File: config.mk
export PLATFORM = sky130hd
export DESIGN_NAME = multi_operand_compressor
export DESIGN_NICKNAME = d
export VERILOG_FILES = /design/src/rtl/mcomp_pkg.sv /design/src/rtl/column_popcount.sv /design/src/rtl/multi_operand_compressor.sv
export SDC_FILE = /design/constraint.sdc
export NUM_CORES = 1
export LEC_CHECK = 0
export CAP_MARGIN = 10
export CORE_AREA = 2 2 237 239
export DETAILED_ROUTE_END_ITERATION = 10
export DIE_AREA = 0 0 239 241
export GPL_TIMING_DRIVEN = 0
export PLACE_DENSITY_LB_ADDON = 0.2
export SYNTH_ARGS = -nofsm -noshare
export SYNTH_HDL_FRONTEND = slang
export SYNTH_HIERARCHICAL = 1
export SYNTH_SLANG_ARGS = --single-unit
File: constraint.sdc
create_clock -name clk -period 2.5 [get_ports clk]
set_input_delay 0.5 -clock clk [delete_from_list [all_inputs] [get_ports clk]]
set_output_delay 0.5 -clock clk [all_outputs]
set_load 0.01 [all_outputs]
File: src/rtl/mcomp_pkg.sv
// Shared constants and elaboration helpers for the N:3 column compressor.
package mcomp_pkg;

  // Width of a per-column population count (holds 0..7).
  localparam int unsigned CNT_W    = 3;
  // Largest operand count whose column sum still fits in CNT_W bits.
  localparam int unsigned MAX_N_IN = 7;

  // Number of bits needed to represent the value n (clog2(n+1)).
  function automatic int unsigned cnt_bits(input int unsigned n);
    int unsigned b;
    int unsigned v;
    b = 0;
    v = n;
    while (v != 0) begin
      b++;
      v = v >> 1;
    end
    return b;
  endfunction

  // True when an N-operand column count fits the 3-bit X/Y/Z encoding.
  function automatic bit n_in_legal(input int unsigned n);
    return (n >= 3) && (n <= MAX_N_IN) && (cnt_bits(n) <= CNT_W);
  endfunction

endpackage

File: src/rtl/column_popcount.sv
// Combinational population count of one bit column across all operands.
module column_popcount
  import mcomp_pkg::*;
#(
  parameter int unsigned N_IN = 6
) (
  input  logic [N_IN-1:0]  bits,
  output logic [CNT_W-1:0] cnt
);

  // Sum the column bits; N_IN <= 7 keeps the result within CNT_W bits.
  always_comb begin
    cnt = '0;
    for (int k = 0; k < N_IN; k++) begin
      cnt = cnt + CNT_W'(bits[k]);
    end
  end

endmodule

File: src/rtl/multi_operand_compressor.sv
// Pipelined N:3 bitwise column compressor. Each column of the N_IN operands is
// reduced to a 3-bit count presented as X (weight 1), Y (weight 2), Z (weight 4).
// Every register, valids included, advances only when ce is high.
module multi_operand_compressor
  import mcomp_pkg::*;
#(
  parameter int unsigned WIDTH  = 45,
  parameter int unsigned N_IN   = 6,
  parameter int unsigned X_SKEW = 1
) (
  input  logic                  clk,
  input  logic                  rst_n,
  input  logic                  ce,
  input  logic                  in_valid,
  input  logic [N_IN*WIDTH-1:0] in_data,
  output logic [WIDTH-1:0]      X,
  output logic [WIDTH-1:0]      Y,
  output logic [WIDTH-1:0]      Z,
  output logic                  yz_valid,
  output logic                  x_valid
);

  // Reject operand counts whose column sum would not fit the X/Y/Z encoding.
  if (!n_in_legal(N_IN)) begin : gen_bad_n_in
    $fatal(1, "multi_operand_compressor: N_IN must be in 3..%0d", MAX_N_IN);
  end
  if (X_SKEW > 1) begin : gen_bad_x_skew
    $fatal(1, "multi_operand_compressor: X_SKEW must be 0 or 1");
  end

  logic [N_IN*WIDTH-1:0] in_q;
  logic                  v0_q;
  logic                  v1_q;
  logic [WIDTH-1:0]      x_d, y_d, z_d;
  logic [WIDTH-1:0]      x_q, y_q, z_q;

  // Stage 0: capture operands, or zeros on idle cycles so idle yields zero outputs.
  always_ff @(posedge clk or negedge rst_n) begin
    if (!rst_n) begin
      in_q <= '0;
      v0_q <= 1'b0;
    end else if (ce) begin
      in_q <= in_valid ? in_data : '0;
      v0_q <= in_valid;
    end
  end

  // One popcount per bit column; the count bits scatter into X/Y/Z.
  for (genvar i = 0; i < WIDTH; i++) begin : gen_col
    logic [N_IN-1:0]  col;
    logic [CNT_W-1:0] cnt;

    for (genvar k = 0; k < N_IN; k++) begin : gen_bit
      assign col[k] = in_q[k*WIDTH + i];
    end

    column_popcount #(
      .N_IN (N_IN)
    ) u_popcount (
      .bits (col),
      .cnt  (cnt)
    );

    // For N_IN <= 3 cnt[2] is always zero, so Z is driven but constant.
    assign x_d[i] = cnt[0];
    assign y_d[i] = cnt[1];
    assign z_d[i] = cnt[2];
  end

  // Stage 1: register the three weight vectors and advance the valid.
  always_ff @(posedge clk or negedge rst_n) begin
    if (!rst_n) begin
      x_q  <= '0;
      y_q  <= '0;
      z_q  <= '0;
      v1_q <= 1'b0;
    end else if (ce) begin
      x_q  <= x_d;
      y_q  <= y_d;
      z_q  <= z_d;
      v1_q <= v0_q;
    end
  end

  assign Y        = y_q;
  assign Z        = z_q;
  assign yz_valid = v1_q;

  if (X_SKEW == 1) begin : gen_x_skew
    logic [WIDTH-1:0] xs_q;
    logic             xv_q;

    // Extra X stage so X lines up with the next DSP in the cascade.
    always_ff @(posedge clk or negedge rst_n) begin
      if (!rst_n) begin
        xs_q <= '0;
        xv_q <= 1'b0;
      end else if (ce) begin
        xs_q <= x_q;
        xv_q <= v1_q;
      end
    end

    assign X       = xs_q;
    assign x_valid = xv_q;
  end else begin : gen_no_skew
    assign X       = x_q;
    assign x_valid = v1_q;
  end

endmodule

==> flow_summary.yaml, run 1 <==
cts:
  insertion_delay_ps: 580
  clock_net_sink_count: 453
  max-clock-path-buffers: 3
  tritoncts: "done"
  cts-htree-levels: 2
  cts-buffers-inserted: 50
  cts_resized: 0
  cts.reportedPaths.clkPinSlew_ps: 60
  cts_root_cell: "sky130_fd_sc_hd__clkbuf_16"
grt:
  maximum_number_of_pins_on_one_net_before_global_route_repair: 121
  track_usage: 0.224
  grt_antenna_before_repair: 3
  first_global_vias: 16300
  grt.overflow.total: 0
  wire_length_of_the_first_global_routing_pass_mm: 96.5
routing:
  highest-signal-layer: "met4"
  wl_met2_mm: 30.7
  drt-vias-per-instance: 4.86
  ant_nets: 0
  detail_route.drc_violations: 0
  totalWireLength_mm: 63.7
  firstDrtPassIters: 5
  drt-met1-wl_mm: 27.8
  dr.first_iter.drc_count: 923
  via_count: 15400
  avgRoutedWirePerCell_um: 20.1
  wl_met3_mm: 3.03
sta:
  max-slew-margin-rel: 0.428
  finalHoldWorstSlack_ps: 497
  postLayoutSetupSlackWorst_ps: 182
  setup-violations-final: 0
  fin_crit_sh: 0.927
  report.final.hold_viol_count: 0
  drv_slew: 0
  finalClockSkew_ps: 10.6
  clock.fmax_mhz: 431
  final.min_clock_period_ps: 2320
  rsz0062_at_grt: "no"
  worst_slew_pin_slew_ps: 858
layout:
  layout-area-overhead-vs-synth_pct: 31.3
  n_fill_cell: 4897
  nets: 2879
  final_util: 0.522
  finalNonFillerCells: 3171
  share_of_final_layout_standard_cells_stronger_than_drive_strength_1: 0.147
synthesis:
  synth_cells: 1961
  synth_seq_cells: 453
  syn-mean-instance-area_um2: 11.1
  post_synth_instance_area_um2: 21800
  netlist_top_cells_area: "sky130_fd_sc_hd__dfrtp_1 52%, sky130_fd_sc_hd__fa_1 12%, sky130_fd_sc_hd__mux2_2 9.4%"
  netlist.top_cell.by_area: "sky130_fd_sc_hd__dfrtp_1"
  syn_nets: 2415
  synth_largest_type_area_fraction: 0.519
  yosysWarnings: 6
  synthDistinctLibCells: 11
  synth.yosys.seq_area_share: 0.519
hold_path:
  min_path_type: "in -> reg"
  timing.hold.worst_path_depth: 3
floorplanning:
  die-width_um: 239
  die_area_um2: 57600
  floorplan.die.height_um: 241
  rows: 86
  floorplan.initialDensity: 0.398
  io_pins: 411
  floorplan.core_area_um2: 54900
setup_path:
  setup.worst_path.class: "reg -> reg"
  arrival_ps: 2780
  critical_path.endpoint_type: "register"
  ff2ff_setup_slack_ps: 180
  crit_path_start_kind: "register"
  critical_path_required_ps: 2970
  number_of_cell_instances_on_the_worst_register_to_register_path: 6
  critical_path.max_fanout: 2
place:
  gp_routability_congestion: 0.837
  numPlacedInstances: 3076
  detailedPlace.worstSlack_ps: 188
  port-buffer-count: 408
  dp.final_hpwl_mm: 47.2
pwr:
  p_comb_frac: 0.242
  ir_drop_mv: 0.487
  leakagePower_nw: 13.4
  netSwitchingPower_w: 0.00645
  internal_power_w: 0.0167
  seq_pwr_share: 0.417
  p_per_area_nw_per_um2: 808
  power_switching_share: 0.279
  clock_power_share: 0.341
status:
  status: "completed"
run:
  max_cap_viol_count: 0
-- what timing repair did --
action | in CTS | in global routing
hold buffers | 1 | 0
setup endpoints to repair | 0 | 0
buffers inserted | 0 | 0
hold endpoints to repair | 14 | 0
-- sequential cells by signal, summed over array words and instances (netlist names) --
name      flops
in_q        270
X            45
Y            45
Z            45
x_q          45
v0_q          1
x_valid       1
yz_valid      1
-- routing by layer --
layer / track usage / vias to the layer above
li1: - / 7094
met1: 0.300 / 7798
met2: 0.373 / 411
met3: 0.0337 / 111
met4: 0.0835 / 0
met5: 0 / -
-- power groups by stage --
| stage | Combinational, W | Clock [W] | Sequential, W |
|---|---|---|---|
| CTS | 0.00569 | 0.00804 | 0.00968 |
| global route | 0.00617 | 0.00835 | 0.00984 |
| floorplan | 0.00231 | 0 | 0.00984 |
| finish | 0.00560 | 0.00789 | 0.00967 |
| detailed placement | 0.00565 | 0 | 0.00979 |
| global placement | 0.00550 | 0 | 0.00978 |
-- final timing paths --
| kind | startpoint | to |
|---|---|---|
| max | in_q[134] | Y[44] |
| min | in_data[228] | in_q[228] |
| max reg2reg | in_q[134] | Y[44] |
| min reg2reg | x_q[42] | X[42] |
| max in group asynchronous | rst_n | in_q[13] |
| min in group asynchronous | rst_n | in_q[135] |
-- through the flow --
stage	setup TNS, ps	instance area [um^2]	total power (W)
2_1_floorplan	0	21800	0.0122
3_3_place_gp	-8653000	26800	0.0153
3_5_place_dp	0	26900	0.0154
4_1_cts	0	28700	0.0234
5_1_grt	0	28700	0.0244
6_report	0	28700	0.0232
-- cells by family (layout without fill, tap and decap cells) --
| group | after synthesis | in the layout | synth area share |
|---|---|---|---|
| adder cells (fa/ha/maj) | 180 | 180 | 0.150 |
| multiplexers | 183 | 183 | 0.0944 |
| flip-flops | 453 | 453 | 0.519 |
| buffers and inverters | 605 | 1109 | 0.113 |
| AO/OA/AOI/OAI | 270 | 270 | 0.0619 |
| AND/OR/NAND/NOR | 270 | 270 | 0.0619 |
| other | 0 | 2 | 0 |
-- critical path: stages (launching register included) --
cell	delay (ps)
sky130_fd_sc_hd__dfrtp_1	350
sky130_fd_sc_hd__inv_1	100
sky130_fd_sc_hd__fa_1	570
sky130_fd_sc_hd__inv_1	60
sky130_fd_sc_hd__fa_1	410
sky130_fd_sc_hd__fa_1	440
sky130_fd_sc_hd__mux2_2	270
-- cells in the final DEF, fill, tap and decap left out --
cell type	Yosys	routed
sky130_fd_sc_hd__inv_1	495	495
sky130_fd_sc_hd__dfrtp_1	453	453
sky130_fd_sc_hd__clkdlybuf4s50_1	0	407
sky130_fd_sc_hd__nand3_1	270	270
sky130_fd_sc_hd__o21ai_0	270	270
sky130_fd_sc_hd__mux2_2	183	183
sky130_fd_sc_hd__fa_1	135	135
sky130_fd_sc_hd__buf_2	65	65
sky130_fd_sc_hd__clkbuf_16	0	53
sky130_fd_sc_hd__ha_1	45	45
sky130_fd_sc_hd__buf_4	30	30
sky130_fd_sc_hd__clkbuf_1	7	19
sky130_fd_sc_hd__clkinv_2	0	10
sky130_fd_sc_hd__buf_1	8	8
sky130_fd_sc_hd__clkbuf_8	0	8
sky130_fd_sc_hd__bufinv_16	0	7
sky130_fd_sc_hd__buf_16	0	3
sky130_fd_sc_hd__diode_2	0	2
sky130_fd_sc_hd__inv_6	0	1
sky130_fd_sc_hd__clkinvlp_4	0	1
sky130_fd_sc_hd__dlygate4sd3_1	0	1
sky130_fd_sc_hd__buf_8	0	1
-- Yosys cell counts, drive strengths merged --
| cell | count |
|---|---|
| inv | 495 |
| dfrtp | 453 |
| nand3 | 270 |
| o21ai | 270 |
| mux2 | 183 |
| fa | 135 |
| buf | 103 |
| ha | 45 |
| clkbuf | 7 |
-- layout make-up --
| cell class | count | area [um^2] | area share |
|---|---|---|---|
| Antenna cell | 2 | 5.00 | 0.000175 |
| Buffer | 110 | 607 | 0.0212 |
| Clock inverter | 19 | 277 | 0.00965 |
| Inverter | 495 | 1860 | 0.0648 |
| Tap cell | 704 | 881 | 0.0307 |
| Timing Repair Buffer | 412 | 4180 | 0.146 |
| Multi-Input combinational cell | 903 | 8030 | 0.280 |
| Clock buffer | 73 | 1480 | 0.0517 |
| Sequential cell | 453 | 11300 | 0.396 |
Power figures use the tool's default switching activity.
==> inputs of run 2 (changes only) <==
--- a/config.mk
+++ b/config.mk
@@ -9,7 +9,7 @@
 export CORE_AREA = 2 2 237 239
 export DETAILED_ROUTE_END_ITERATION = 10
 export DIE_AREA = 0 0 239 241
-export GPL_TIMING_DRIVEN = 0
+export GPL_TIMING_DRIVEN = 1
 export PLACE_DENSITY_LB_ADDON = 0.2
 export SYNTH_ARGS = -nofsm -noshare
 export SYNTH_HDL_FRONTEND = slang
==> run 2 against run 1 <==
Fmax is 3.3% higher. Design area decreased by 1.0%. Die area is the same. Largest cell class unchanged.
==> flow_summary.yaml, run 2 (synthesis gave the netlist of run 1 again) <==
floorplanning:
  die_area_um2: 57600
  die-width_um: 239
  floorplan.initialDensity: 0.398
  floorplan.core_area_um2: 54900
  rows: 86
  io_pins: 411
  floorplan.die.height_um: 241
setup_path:
  critical_path.endpoint_type: "register"
  crit_path_start_kind: "register"
  number_of_cell_instances_on_the_worst_register_to_register_path: 6
  critical_path_required_ps: 2960
  ff2ff_setup_slack_ps: 260
  arrival_ps: 2700
  max_stage_delay_on_crit_path_ps: 530
  timing.critical_path.cells: "inv_1 -> fa_1 -> inv_1 -> fa_1 -> fa_1 -> mux2_2"
  crit_top_cell: "sky130_fd_sc_hd__fa_1"
  rr_startpoint: "in_q[126]"
  critical_r2r_capture: "Y[36]"
  setup.worst_path.class: "reg -> reg"
  cell_with_the_largest_stage_delay_on_the_worst_path: "sky130_fd_sc_hd__fa_1"
  critical_path.max_fanout: 2
cts:
  cts.reportedPaths.clkPinSlew_ps: 60
  clock_net_sink_count: 453
  cts_setup_buffers: 0
  cts_resized: 0
  max-clock-path-buffers: 3
  cts-htree-levels: 2
  cts_root_cell: "sky130_fd_sc_hd__clkbuf_16"
  holdBufCountCts: 1
  insertion_delay_ps: 580
  tritoncts: "done"
  cts-buffers-inserted: 51
hold_path:
  timing.hold.worst_path_depth: 3
  worstHoldStart: "in_valid"
  min_path_type: "in -> reg"
  hold_path_end: "in_q[159]"
sta:
  rsz0062_at_grt: "no"
  fin_crit_sh: 0.897
  finalClockSkew_ps: 15.3
  setup-violations-final: 0
  clock.fmax_mhz: 446
  report.final.hold_viol_count: 0
  max-slew-margin-rel: 0.677
  drv_slew: 0
  totalNegativeSetupSlack_ps: 0
  finalHoldWorstSlack_ps: 325
  worst_slew_pin_slew_ps: 485
  final.min_clock_period_ps: 2240
layout:
  nets: 2809
  antennaDiodeCount: 0
  layout.cells.most_common: "sky130_fd_sc_hd__inv_1"
  share_of_final_layout_standard_cells_stronger_than_drive_strength_1: 0.125
  layout_common_cells: "495 x sky130_fd_sc_hd__inv_1, 453 x sky130_fd_sc_hd__dfrtp_1, 407 x sky130_fd_sc_hd__clkdlybuf4s50_1"
  largest_register_ff_count: 270
  top_register: "in_q"
  layout-area-overhead-vs-synth_pct: 29.9
grt:
  first_global_vias: 15600
  grt_antenna_before_repair: 2
  track_usage: 0.188
  maximum_number_of_pins_on_one_net_before_global_route_repair: 100
  global_route.usage.met2: 0.313
  grt_util_met3: 0.0360
  wire_length_of_the_first_global_routing_pass_mm: 85.5
  use_met1: 0.253
  grt_most_used_layer: "met2"
  grt.overflow.total: 0
routing:
  drt-vias-per-instance: 4.72
  firstDrtPassIters: 4
  ant_nets: 0
  via_count: 14600
  totalWireLength_mm: 53.0
  dr.first_iter.drc_count: 779
  avgRoutedWirePerCell_um: 17.1
  detail_route.drc_violations: 0
place:
  port-buffer-count: 410
  gp_routability_congestion: 0.807
  dp.final_hpwl_mm: 38.7
pwr:
  ir_drop_mv: 0.452
  p_per_area_nw_per_um2: 792
  leakagePower_nw: 13.2
run:
  max_cap_viol_count: 0
status:
  status: "completed"
[run 2: critical path: cells and delay by family, from the launching register on]
family / cells / cell delay [ps]
adders and majority gates: 3 / 1390
DFF: 1 / 350
muxes: 1 / 270
buffers and inverters: 2 / 120
[run 2: metal layers]
layer	part of all wire	vias to the layer above
met5	0.00042	-
met4	0.022	4
met3	0.047	76
met2	0.49	288
met1	0.44	7301
li1	-	6929
[run 2: where the power goes]
part	leakage (nW)	total, W	internal [W]	switching, W
clock network	0.809	0.00740	0.00444	0.00296
logic	6.61	0.00544	0.00309	0.00235
registers	5.78	0.00962	0.00877	0.000848
[run 2: per-stage QoR]
| step | area (um^2) | cells | power (W) | util | setup WS (ps) |
|---|---|---|---|---|---|
| after floorplan | 21800 | 1961 | 0.0122 | - | 369 |
| after global placement | 26700 | 3005 | 0.0151 | 0.487 | 306 |
| after detailed placement | 26700 | 3005 | 0.0153 | 0.487 | 258 |
| after CTS | 28400 | 3091 | 0.0228 | 0.517 | 256 |
| after global routing | 28400 | 3091 | 0.0238 | 0.517 | 154 |
| final | 28400 | 3091 | 0.0225 | 0.517 | 257 |
[run 2: worst max path at each step]
| stage | from | endpoint | slack, ps | cells after the start |
|---|---|---|---|---|
| 5_1_grt | in_q[106] | Y[16] | 150 | 6 |
| 3_5_place_dp | in_q[101] | Y[11] | 260 | 6 |
| 6_report | in_q[126] | Y[36] | 260 | 6 |
| 2_1_floorplan | in_q[90] | Y[0] | 370 | 6 |
| 3_3_place_gp | in_q[128] | Y[38] | 310 | 6 |
| 4_1_cts | in_q[124] | Y[34] | 260 | 6 |
[run 2: final cells by class]
type | count | area (um^2)
Timing Repair Buffer | 451 | 4630
Clock buffer | 75 | 1510
Fill cell | 4884 | 26500
Sequential cell | 453 | 11300
Multi-Input combinational cell | 903 | 8030
Tap cell | 704 | 881
Inverter | 495 | 1860
Clock inverter | 10 | 125
